==> src/rtl/corelet_pkg.sv <==
// Shared definitions for the corelet sequencer: inst_q field positions, the idle word,
// FSM state encoding and small word-building helpers.
package corelet_pkg;

  localparam int INST_W      = 34;
  localparam int KERNEL_LOAD = 0;
  localparam int EXECUTE     = 1;
  localparam int L0_WR       = 2;
  localparam int L0_RD       = 3;
  localparam int OFIFO_RD    = 6;
  localparam int A_XMEM_LSB  = 7;
  localparam int WEN_XMEM    = 18;
  localparam int CEN_XMEM    = 19;
  localparam int A_PMEM_LSB  = 20;
  localparam int WEN_PMEM    = 31;
  localparam int CEN_PMEM    = 32;
  localparam int ADDR_W      = 11;

  // Both memories deselected (active-low enables high), no strobes.
  localparam logic [INST_W-1:0] IDLE_INST = (34'd1 << WEN_XMEM) | (34'd1 << CEN_XMEM) |
                                            (34'd1 << WEN_PMEM) | (34'd1 << CEN_PMEM);

  typedef enum logic [2:0] {
    IDLE,
    WLOAD,
    KLOAD,
    KGAP,
    ALOAD,
    EXEC,
    DRAIN,
    DONE
  } state_t;

  function automatic logic [ADDR_W-1:0] addr_add(input logic [ADDR_W-1:0] base,
                                                 input logic [8:0]        off);
    return base + {2'b00, off};
  endfunction

  function automatic logic [INST_W-1:0] xmem_rd_inst(input logic [ADDR_W-1:0] a);
    logic [INST_W-1:0] w;
    w = IDLE_INST;
    w[CEN_XMEM] = 1'b0;
    w[A_XMEM_LSB +: ADDR_W] = a;
    return w;
  endfunction

  function automatic logic [INST_W-1:0] pmem_wr_inst(input logic [ADDR_W-1:0] a);
    logic [INST_W-1:0] w;
    w = IDLE_INST;
    w[CEN_PMEM] = 1'b0;
    w[WEN_PMEM] = 1'b0;
    w[OFIFO_RD] = 1'b1;
    w[A_PMEM_LSB +: ADDR_W] = a;
    return w;
  endfunction

  function automatic logic [INST_W-1:0] l0_rd_inst(input logic kernel);
    logic [INST_W-1:0] w;
    w = IDLE_INST;
    w[L0_RD] = 1'b1;
    if (kernel) w[KERNEL_LOAD] = 1'b1;
    else        w[EXECUTE]     = 1'b1;
    return w;
  endfunction

endpackage

==> src/rtl/corelet_ctrl_xmem_rd_pipe.sv <==
// Delays an issued xmem read by one cycle to form the L0 write strobe (xmem read latency).
// Clearing drops the in-flight strobe so an aborted read never lands in L0.
module xmem_rd_pipe (
  input  logic clk,
  input  logic reset,
  input  logic clr,
  input  logic rd,
  output logic l0_wr
);

  always_ff @(posedge clk or negedge reset) begin
    if (!reset) l0_wr <= 1'b0;
    else        l0_wr <= rd & ~clr;
  end

endmodule

==> src/rtl/corelet_ctrl.sv <==
// Tile sequencer: weights xmem->L0->array, then activation chunks xmem->L0->execute->pmem.
// Outputs registered; the word computed each cycle is the one presented during the next.
module corelet_ctrl
  import corelet_pkg::*;
#(
  parameter int                row      = 8,
  parameter int                col      = 8,
  parameter int                L0_DEPTH = 16,
  parameter logic [ADDR_W-1:0] WGT_BASE = 11'd0,
  parameter logic [ADDR_W-1:0] ACT_BASE = 11'd64,
  parameter logic [ADDR_W-1:0] OUT_BASE = 11'd0
) (
  input  logic              clk,
  input  logic              reset,
  input  logic              start,
  input  logic [7:0]        n_act,
  input  logic              abort,
  input  logic              l0_full,
  input  logic              ofifo_valid,
  output logic [INST_W-1:0] inst_q,
  output logic              busy,
  output logic              done,
  output logic              err
);

  localparam logic [8:0] COL_LAST = 9'(col - 1);
  localparam logic [8:0] GAP_LAST = 9'(row + col - 1);
  localparam logic [8:0] L0_D     = 9'(L0_DEPTH);

  state_t            state, state_nxt;
  logic [8:0]        cnt, cnt_nxt, aptr, aptr_nxt, optr, optr_nxt, chunk, chunk_nxt;
  logic [8:0]        remain, chunk_min;
  logic [7:0]        n_act_q, n_act_nxt;
  logic [INST_W-1:0] inst_r, inst_nxt;
  logic              start_ok, load_chunk, write_ok, l0_wr, err_nxt;

  assign remain    = {1'b0, n_act_q} - aptr;
  assign chunk_min = (remain > L0_D) ? L0_D : remain;

  always_comb begin
    state_nxt  = state;
    cnt_nxt    = cnt;
    aptr_nxt   = aptr;
    optr_nxt   = optr;
    chunk_nxt  = chunk;
    n_act_nxt  = n_act_q;
    inst_nxt   = IDLE_INST;
    start_ok   = 1'b0;
    load_chunk = 1'b0;
    write_ok   = 1'b0;
    if (abort) begin
      state_nxt = IDLE;
    end else begin
      case (state)
        IDLE: if (start) begin
          start_ok  = 1'b1;
          n_act_nxt = n_act;
          aptr_nxt  = '0;
          optr_nxt  = '0;
          cnt_nxt   = '0;
          state_nxt = WLOAD;
          inst_nxt  = xmem_rd_inst(WGT_BASE);
        end
        WLOAD: if (cnt == COL_LAST) begin
          state_nxt = KLOAD;
          cnt_nxt   = '0;
          inst_nxt  = l0_rd_inst(1'b1);
        end else begin
          cnt_nxt  = cnt + 9'd1;
          inst_nxt = xmem_rd_inst(addr_add(WGT_BASE, cnt + 9'd1));
        end
        KLOAD: if (cnt == COL_LAST) begin
          state_nxt = KGAP;
          cnt_nxt   = '0;
        end else begin
          cnt_nxt  = cnt + 9'd1;
          inst_nxt = l0_rd_inst(1'b1);
        end
        KGAP: if (cnt == GAP_LAST) begin
          if (n_act_q == 8'd0) state_nxt = DONE;
          else                 load_chunk = 1'b1;
        end else begin
          cnt_nxt = cnt + 9'd1;
        end
        ALOAD: if (cnt == chunk - 9'd1) begin
          state_nxt = EXEC;
          cnt_nxt   = '0;
          inst_nxt  = l0_rd_inst(1'b0);
        end else begin
          cnt_nxt  = cnt + 9'd1;
          inst_nxt = xmem_rd_inst(addr_add(ACT_BASE, aptr));
          aptr_nxt = aptr + 9'd1;
        end
        EXEC: if (cnt == chunk - 9'd1) begin
          state_nxt = DRAIN;
          cnt_nxt   = '0;
          write_ok  = ofifo_valid;
        end else begin
          cnt_nxt  = cnt + 9'd1;
          inst_nxt = l0_rd_inst(1'b0);
        end
        // cnt counts pmem writes already issued for this chunk
        DRAIN: if (cnt == chunk) begin
          if (aptr < {1'b0, n_act_q}) load_chunk = 1'b1;
          else                        state_nxt  = DONE;
        end else begin
          write_ok = ofifo_valid;
        end
        DONE:    state_nxt = IDLE;
        default: state_nxt = IDLE;
      endcase
      if (load_chunk) begin
        state_nxt = ALOAD;
        cnt_nxt   = '0;
        chunk_nxt = chunk_min;
        inst_nxt  = xmem_rd_inst(addr_add(ACT_BASE, aptr));
        aptr_nxt  = aptr + 9'd1;
      end
      if (write_ok) begin
        inst_nxt = pmem_wr_inst(addr_add(OUT_BASE, optr));
        optr_nxt = optr + 9'd1;
        cnt_nxt  = cnt_nxt + 9'd1;
      end
    end
  end

  assign err_nxt = start_ok ? 1'b0 : (err | (l0_wr & l0_full));

  always_ff @(posedge clk or negedge reset) begin
    if (!reset) begin
      state   <= IDLE;
      cnt     <= '0;
      aptr    <= '0;
      optr    <= '0;
      chunk   <= '0;
      n_act_q <= '0;
      inst_r  <= IDLE_INST;
      busy    <= 1'b0;
      done    <= 1'b0;
      err     <= 1'b0;
    end else begin
      state   <= state_nxt;
      cnt     <= cnt_nxt;
      aptr    <= aptr_nxt;
      optr    <= optr_nxt;
      chunk   <= chunk_nxt;
      n_act_q <= n_act_nxt;
      inst_r  <= inst_nxt;
      busy    <= (state_nxt != IDLE);
      done    <= (state_nxt == DONE);
      err     <= err_nxt;
    end
  end

  xmem_rd_pipe u_rd_pipe (
    .clk   (clk),
    .reset (reset),
    .clr   (abort),
    .rd    (~inst_r[CEN_XMEM]),
    .l0_wr (l0_wr)
  );

  always_comb begin
    inst_q        = inst_r;
    inst_q[L0_WR] = l0_wr;
  end

endmodule

==> config.mk <==
export PLATFORM = sky130hd
export DESIGN_NAME = corelet_ctrl
export DESIGN_NICKNAME = d
export VERILOG_FILES = /design/src/rtl/corelet_pkg.sv /design/src/rtl/corelet_ctrl_xmem_rd_pipe.sv /design/src/rtl/corelet_ctrl.sv
export SDC_FILE = /design/constraint.sdc
export NUM_CORES = 1
export LEC_CHECK = 0
export ABC_AREA = 1
export BUFFER_PORTS_ARGS = -buffer_cell sky130_fd_sc_hd__buf_4
export CAP_MARGIN = 15
export CORE_MARGIN = 5
export CORE_UTILIZATION = 60
export DETAILED_ROUTE_END_ITERATION = 10
export PLACE_DENSITY = 0.81
export SLEW_MARGIN = 20
export SYNTH_ARGS = -nofsm -noshare
export SYNTH_HDL_FRONTEND = slang
export SYNTH_SLANG_ARGS = --single-unit
==> constraint.sdc <==
create_clock -name clk -period 2.84 [get_ports clk]
set_input_delay 0.426 -clock clk [delete_from_list [all_inputs] [get_ports clk]]
set_output_delay 0.426 -clock clk [all_outputs]
set_load 0.03 [all_outputs]
# == After elaboration in Yosys (flattened, before gate mapping) ==
# Index checks and enable logic that the tools add are counted.
# totals
reg_bits,85
output_inout_bits,37
word_cells,101
# op_classes
addsub,7
order_cmp,2
eq_ne,14
n_mux,50
n_bitwise,5
reduce_logical,12
# op_table
operator,n
2-to-1 mux 9 bit,13
2-to-1 mux 34 bit,3
case mux 20 bit (5 select lines),1
2-to-1 mux 20 bit,3
adder 9 x 1 -> 9 bit (second input constant),4
case mux 9 bit (4 select lines),1
2-to-1 mux 3 bit,11
case mux 3 bit (8 select lines),1
== test 9 bit,2
case mux 9 bit (2 select lines),1
== test 3 bit (second input constant),5
2-to-1 mux 1 bit,12
adder 7 x 9 -> 10 bit (first input constant),1
== test 9 x 3 -> 1 bit (second input constant),1
== test 9 x 4 -> 1 bit (second input constant),1
greater-than comparator 9 x 5 -> 1 bit (second input constant),1
< comparator 9 x 8 -> 1 bit,1
subtractor 8 x 9 -> 9 bit,1
subtractor 9 x 1 -> 9 bit (second input constant),1
zero test 8 bit,1
2-to-1 mux 4 bit,2
== test 3 x 2 -> 1 bit (second input constant),2
inequality test 3 bit (second input constant),2
AND reduction 3 bit,2
other kinds (11),17

# == Logic depth before layout (Yosys ltp) ==
# logic_depth
word_depth,9
depth_mapped,26

# == Cells and area by module ==
# A second synthesis with hierarchy kept.
# hier_totals
hier_cells,673
hier_area_um2,4928.5
# modules_own_cells
mod,n_inst,cells_each,area_per_inst_um2,seq_area_each_um2
corelet_ctrl,1,670,4893.4,1879.3
xmem_rd_pipe,1,3,35.0,25.0

# == Least setup slack after synthesis ==
# No wires, ideal clock.
# synth_path
kind,reg2reg
from,reg aptr[6]
to,reg cnt[6]
setup_time_ps,129
arrival_time_ps,2412
t_required_ps,2711
setup_slack_ps,300
stages_incl_launch_ff,19
path_buffers,0
synth_period_minus_slack_ps,2540
path_cell_list,dfrtp_1 -> inv_1 -> ha_1 -> a21o_1 -> a31oi_1 -> nand3_1 -> nand2_1 -> nor3_1 -> nor2_1 -> nand2_1 -> inv_1 -> ha_1 -> inv_1 -> nor2_4 -> nand3_1 -> nor2_2 -> nand3_1 -> nand3_1 -> o21ai_1
# synth_between
elab_chain_len,9
# synth_rtl
element,line,rtl
start: declaration,corelet_ctrl.sv:31,"logic [8:0] cnt, cnt_nxt, aptr, aptr_nxt, optr, optr_nxt, chunk, chunk_nxt;"
start signal: assignment,corelet_ctrl.sv:144,aptr <= aptr_nxt;
< comparator 9 x 8 -> 1 bit *,corelet_ctrl.sv:104,"if (aptr < {1'b0, n_act_q}) load_chunk = 1'b1;"
2-to-1 mux 1 bit *,corelet_ctrl.sv:104,
2-to-1 mux 1 bit *,corelet_ctrl.sv:103,DRAIN: if (cnt == chunk) begin
case mux 1 bit (2 select lines) *,corelet_ctrl.sv:54,case (state)
2-to-1 mux 1 bit *,corelet_ctrl.sv:51,if (abort) begin
2-to-1 mux 9 bit *,corelet_ctrl.sv:112,if (load_chunk) begin
2-to-1 mux 9 bit *,corelet_ctrl.sv:51,
adder 9 x 1 -> 9 bit,corelet_ctrl.sv:122,cnt_nxt = cnt_nxt + 9'd1;
2-to-1 mux 9 bit *,corelet_ctrl.sv:119,if (write_ok) begin
end signal: assignment,corelet_ctrl.sv:143,cnt <= cnt_nxt;
end: declaration,corelet_ctrl.sv:31,
# Mark *: on every way between the ends. The rest lies on a longest branch, timed or not. The select of a mux whose other input is x is not followed.
# A chain may end at the register's enable or synchronous reset.

# == Final worst setup path ==
# layout_path
from,reg aptr[6]
to,reg cnt[8]
# The elaborated chain is that of the path after synthesis.

==> impl_summary.md <==
Run status
The flow ran to the end, and the final reports show no timing, DRC or antenna violations.

Power
The power per cell area is 458 mW/mm^2. The share of power burned in the clock network is 33.8%. Cell internal power was estimated by the tool at 1.76 mW. Net switching is 33.2% of the power. In this run the power spent charging and discharging nets is 0.875 mW. VDD sags by at most 0.394 mV. The completed layout was analyzed and its total power is 2.64 mW. The part of the total power dissipated in sequential elements is 44.4%. The combinational cell fraction of total power is 21.8%. The leakage power figure is 2.82 nW.

Timing
The total setup violations reported at the end of the flow is 0. The top achievable clock speed is 365 MHz. The worst path meets setup with 103 ps of slack. For the final routed database, the setup TNS stands at 0 ps. The maximum clock skew at final layout is 12.0 ps. The final-report max-slew violation count was 0. The actual slew at the worst max-slew pin is 961 ps. The hold violation total from the final report is 0.

After layout, the minimum clock period comes to 2740 ps. In this run the tightest slew margin relative to its limit is 35.9%. Of the available clock period, the critical path in the final layout requires 96.4%.

Routing
The total wire length is 13200 um. The average routed wire per standard cell is 15.9 um. The remaining routing DRC violations is 0. The first TritonRoute pass finished after 5 iterations.

The total number of vias is 4709. The violation count after the first detailed-route iteration is 249. In the routed layout, each cell is associated on average with a via count of 5.65. The number of nets with antenna violations after routing is 0.

Cells and area
Relative to the synthesized area, the layout overhead comes to 18.2%. Summing all multi-input logic gate instances after layout gives 0.00264 mm^2. The final non-filler cell area is 0.00576 mm^2. The share of cells above drive strength 1 is 22.7%.

The final non-filler cell total is 834. The library cell used most frequently in the layout, excluding fill and tap cells, is sky130_fd_sc_hd__nand2_1. The top cell types in the final layout, fill and taps aside, are sky130_fd_sc_hd__nand2_1 (155), sky130_fd_sc_hd__inv_1 (78), sky130_fd_sc_hd__dfrtp_1 (72). The sequential cells in the finished layout cover a total of 0.00191 mm^2. The filler cell count is 616. The number of nets in the final layout is 756. The number of antenna diodes in the final layout is 0.

Clock tree
The CTS H-tree depth is 3. The CTS tree is yes. The clock net sink count is 76. The maximum buffer depth of the clock tree is 2. After clock tree synthesis, the clock-pin slew on the worst setup and hold paths is 90 ps.

The number of buffers created by CTS is 9. Clock latency on the worst-skew pair, taken at its later pin, is 370 ps. The tree is rooted in a sky130_fd_sc_hd__clkbuf_8.

Place
The detailed placement HPWL is 9830 um. At the placement stage, the worst setup path has a slack of 34.9 ps. The placed instances occupy a cell area of 0.00535 mm^2. The congestion estimate from routability-driven global placement came to 0.969. The number of port buffers is 43.

The instance count after placement with tap cells included is 810.

Synth
In the synthesized netlist the async set-or-reset flop fraction comes to 100%. The average cell area after synthesis is 7.35 um^2. The synthesized netlist devotes 33.4% of its cell area to simple gates. For this run, the number of Yosys warnings is 0. In this run, distinct cell masters in the synthesized netlist total 45. By area, the combinational part of the netlist is dominated by simple AND/OR/NAND/NOR gates.

The multiplexer share of the synthesized area is 0%. The number of flops mapped to enable cells by yosys is 0. The synthesis-stage register bit count is 76.

The flip-flop cell with the highest count after synthesis is sky130_fd_sc_hd__dfrtp_1. Synthesis produced a netlist whose cell count is 663. The synthesized netlist devotes 9.27% of its cell area to compound gates. The mapped netlist covers 0.00487 mm^2. The share of synthesized area occupied by flip-flops and latches is 39.1%. The post-synthesis share of cell area spent on xor and xnor gates is 3.95%. Summing the areas of all fa, ha and maj instances in the mapped netlist gives 4.01% of the synthesized area.

Setup path
Data on the critical path is required at its endpoint by 3150 ps. The setup path with the least slack is of type flop to flop. The worst reg-to-reg setup slack is 100 ps. The worst register-to-register path begins at aptr[6]. For the worst setup path, the data arrival time is 3050 ps. Of all nets on the critical path, the largest fanout is 5.

The category of the worst setup path launch point is a flop. The start point of the critical path is aptr[6]. The worst setup path is captured at a flop.

Floorplanning
For this design the top-level I/O count stands at 51. The floorplan step defined a core boundary enclosing 0.00781 mm^2. The overall die area is 0.0100 mm^2.

Measured along the x axis, the die boundary spans 100 um. The initial core utilization is 62.4%. The row count is 32.

In this run the vertical extent of the chip is 100 um.

Global route
The residual overflow from global routing is 0. The first global-routing pass estimated 21300 um of wire. Entering global routing, the biggest net connects 77 pins.

The number of antenna violations at the first check in global routing is 0. Across every metal layer, demand over resource in global routing totals 26.6%. The number of global-route vias before repair came to 4468.

Hold path
The tightest min-delay check is of the input pin to asynchronous set/reset pin type.

Flow run
The total of max-cap violations is 0.
-- worst max-delay path: stages (launching register included) --
cell and delay (ps):
sky130_fd_sc_hd__dfrtp_1 450, sky130_fd_sc_hd__inv_2 100, sky130_fd_sc_hd__ha_4 300, sky130_fd_sc_hd__nand4_1 150, sky130_fd_sc_hd__nor4_2 190, sky130_fd_sc_hd__nand2_1 100, sky130_fd_sc_hd__nand2_2 100, sky130_fd_sc_hd__nor3_1 50
sky130_fd_sc_hd__nor2_1 190, sky130_fd_sc_hd__nand2_2 90, sky130_fd_sc_hd__inv_2 60, sky130_fd_sc_hd__ha_2 150, sky130_fd_sc_hd__inv_1 60, sky130_fd_sc_hd__nor2_4 130, sky130_fd_sc_hd__nand3_2 110, sky130_fd_sc_hd__nor2_4 140
sky130_fd_sc_hd__nand3_1 90, sky130_fd_sc_hd__nand2_1 90, sky130_fd_sc_hd__nand3_1 80, sky130_fd_sc_hd__nand2_1 60
-- flip-flops by register name (all words and copies together) (netlist names) --
signal and cells:
inst_r 25, u_rd_pipe.l0_wr 1, aptr 9, n_act_q 8, cnt 9, done 1
chunk 9, state 3, busy 1, optr 9, err 1
-- final cells by class --
type	instances	area share (%)
Timing Repair Buffer	67	8.80
Tap cell	102	2.22
Multi-Input combinational cell	473	45.8
Sequential cell	76	33.1
Clock buffer	9	2.15
Inverter	100	6.56
Clock inverter	7	1.39
-- synthesized netlist by cell type, types with 4 or more instances --
cell type                  count  area, um^2
sky130_fd_sc_hd__nor3_2        5        50.1
sky130_fd_sc_hd__nor2_2       15        93.8
sky130_fd_sc_hd__ha_1         14         175
sky130_fd_sc_hd__nand2_2       4        25.0
sky130_fd_sc_hd__o21ai_0      28         140
sky130_fd_sc_hd__clkbuf_1      4        15.0
sky130_fd_sc_hd__inv_1        84         315
sky130_fd_sc_hd__nand2_4       6        67.6
sky130_fd_sc_hd__o31ai_1       8        60.1
sky130_fd_sc_hd__xor2_1       17         149
sky130_fd_sc_hd__nand3_1      51         255
sky130_fd_sc_hd__nand4_1      11        68.8
sky130_fd_sc_hd__nor2_1       64         240
sky130_fd_sc_hd__inv_2        14        52.6
sky130_fd_sc_hd__nand2_1     160         601
sky130_fd_sc_hd__nor3_1       20         100
sky130_fd_sc_hd__a21oi_1      24         120
sky130_fd_sc_hd__buf_4        11        82.6
sky130_fd_sc_hd__dfrtp_1      74        1850
sky130_fd_sc_hd__xnor2_1       5        43.8
sky130_fd_sc_hd__nor4_1        4        25.0
-- cells by family (layout without fill, tap and decap cells) --
| logic type | count (synthesis) | after routing |
|---|---|---|
| AND/OR/NAND/NOR | 351 | 351 |
| buffers and inverters | 119 | 183 |
| AO/OA/AOI/OAI | 78 | 78 |
| flip-flops | 76 | 76 |
| XOR/XNOR | 22 | 22 |
| adder cells (fa/ha/maj) | 15 | 15 |
| other | 2 | 7 |
-- power by group through the flow --
stage,Sequential [mW],Clock (mW),Combinational [mW]
floorplan,1.18,0,0.360
global placement,1.18,0,0.501
detailed placement,1.18,0,0.513
CTS,1.16,0.902,0.520
global route,1.18,0.946,0.642
finish,1.17,0.892,0.574
-- per-stage QoR --
step	hold WS, ps	util (%)
after floorplan	130	-
after CTS	231	71.1
after detailed placement	471	68.5
final	164	73.8
after global placement	467	68.5
after global routing	253	73.8
-- layer usage --
metal	global-route usage, %	wire (um)	up-vias
met4	10.2	371	0
li1	-	-	2250
met1	33.1	5260	2231
met2	45.7	6740	190
met5	0	0	-
met3	5.28	863	38
-- worst paths after layout --
check / end / cells after the start
setup / recovery: cnt[8] / 19
hold / removal: chunk[6] / 1
setup reg to reg: cnt[8] / 19
hold reg to reg: u_rd_pipe.l0_wr / 1
max in group asynchronous: cnt[1] / 1
min in group clk: n_act_q[2] / 3
-- what timing repair did --
| action | 4_1_cts | 5_1_grt |
|---|---|---|
| hold buffers | 0 | 0 |
| resized for setup | 1 | 35 |
| pin swaps | 0 | 12 |
| buffers inserted | 0 | 8 |
| endpoints found under the setup margin | 3 | 12 |
Note: power is estimated with default switching activity, not from simulation.
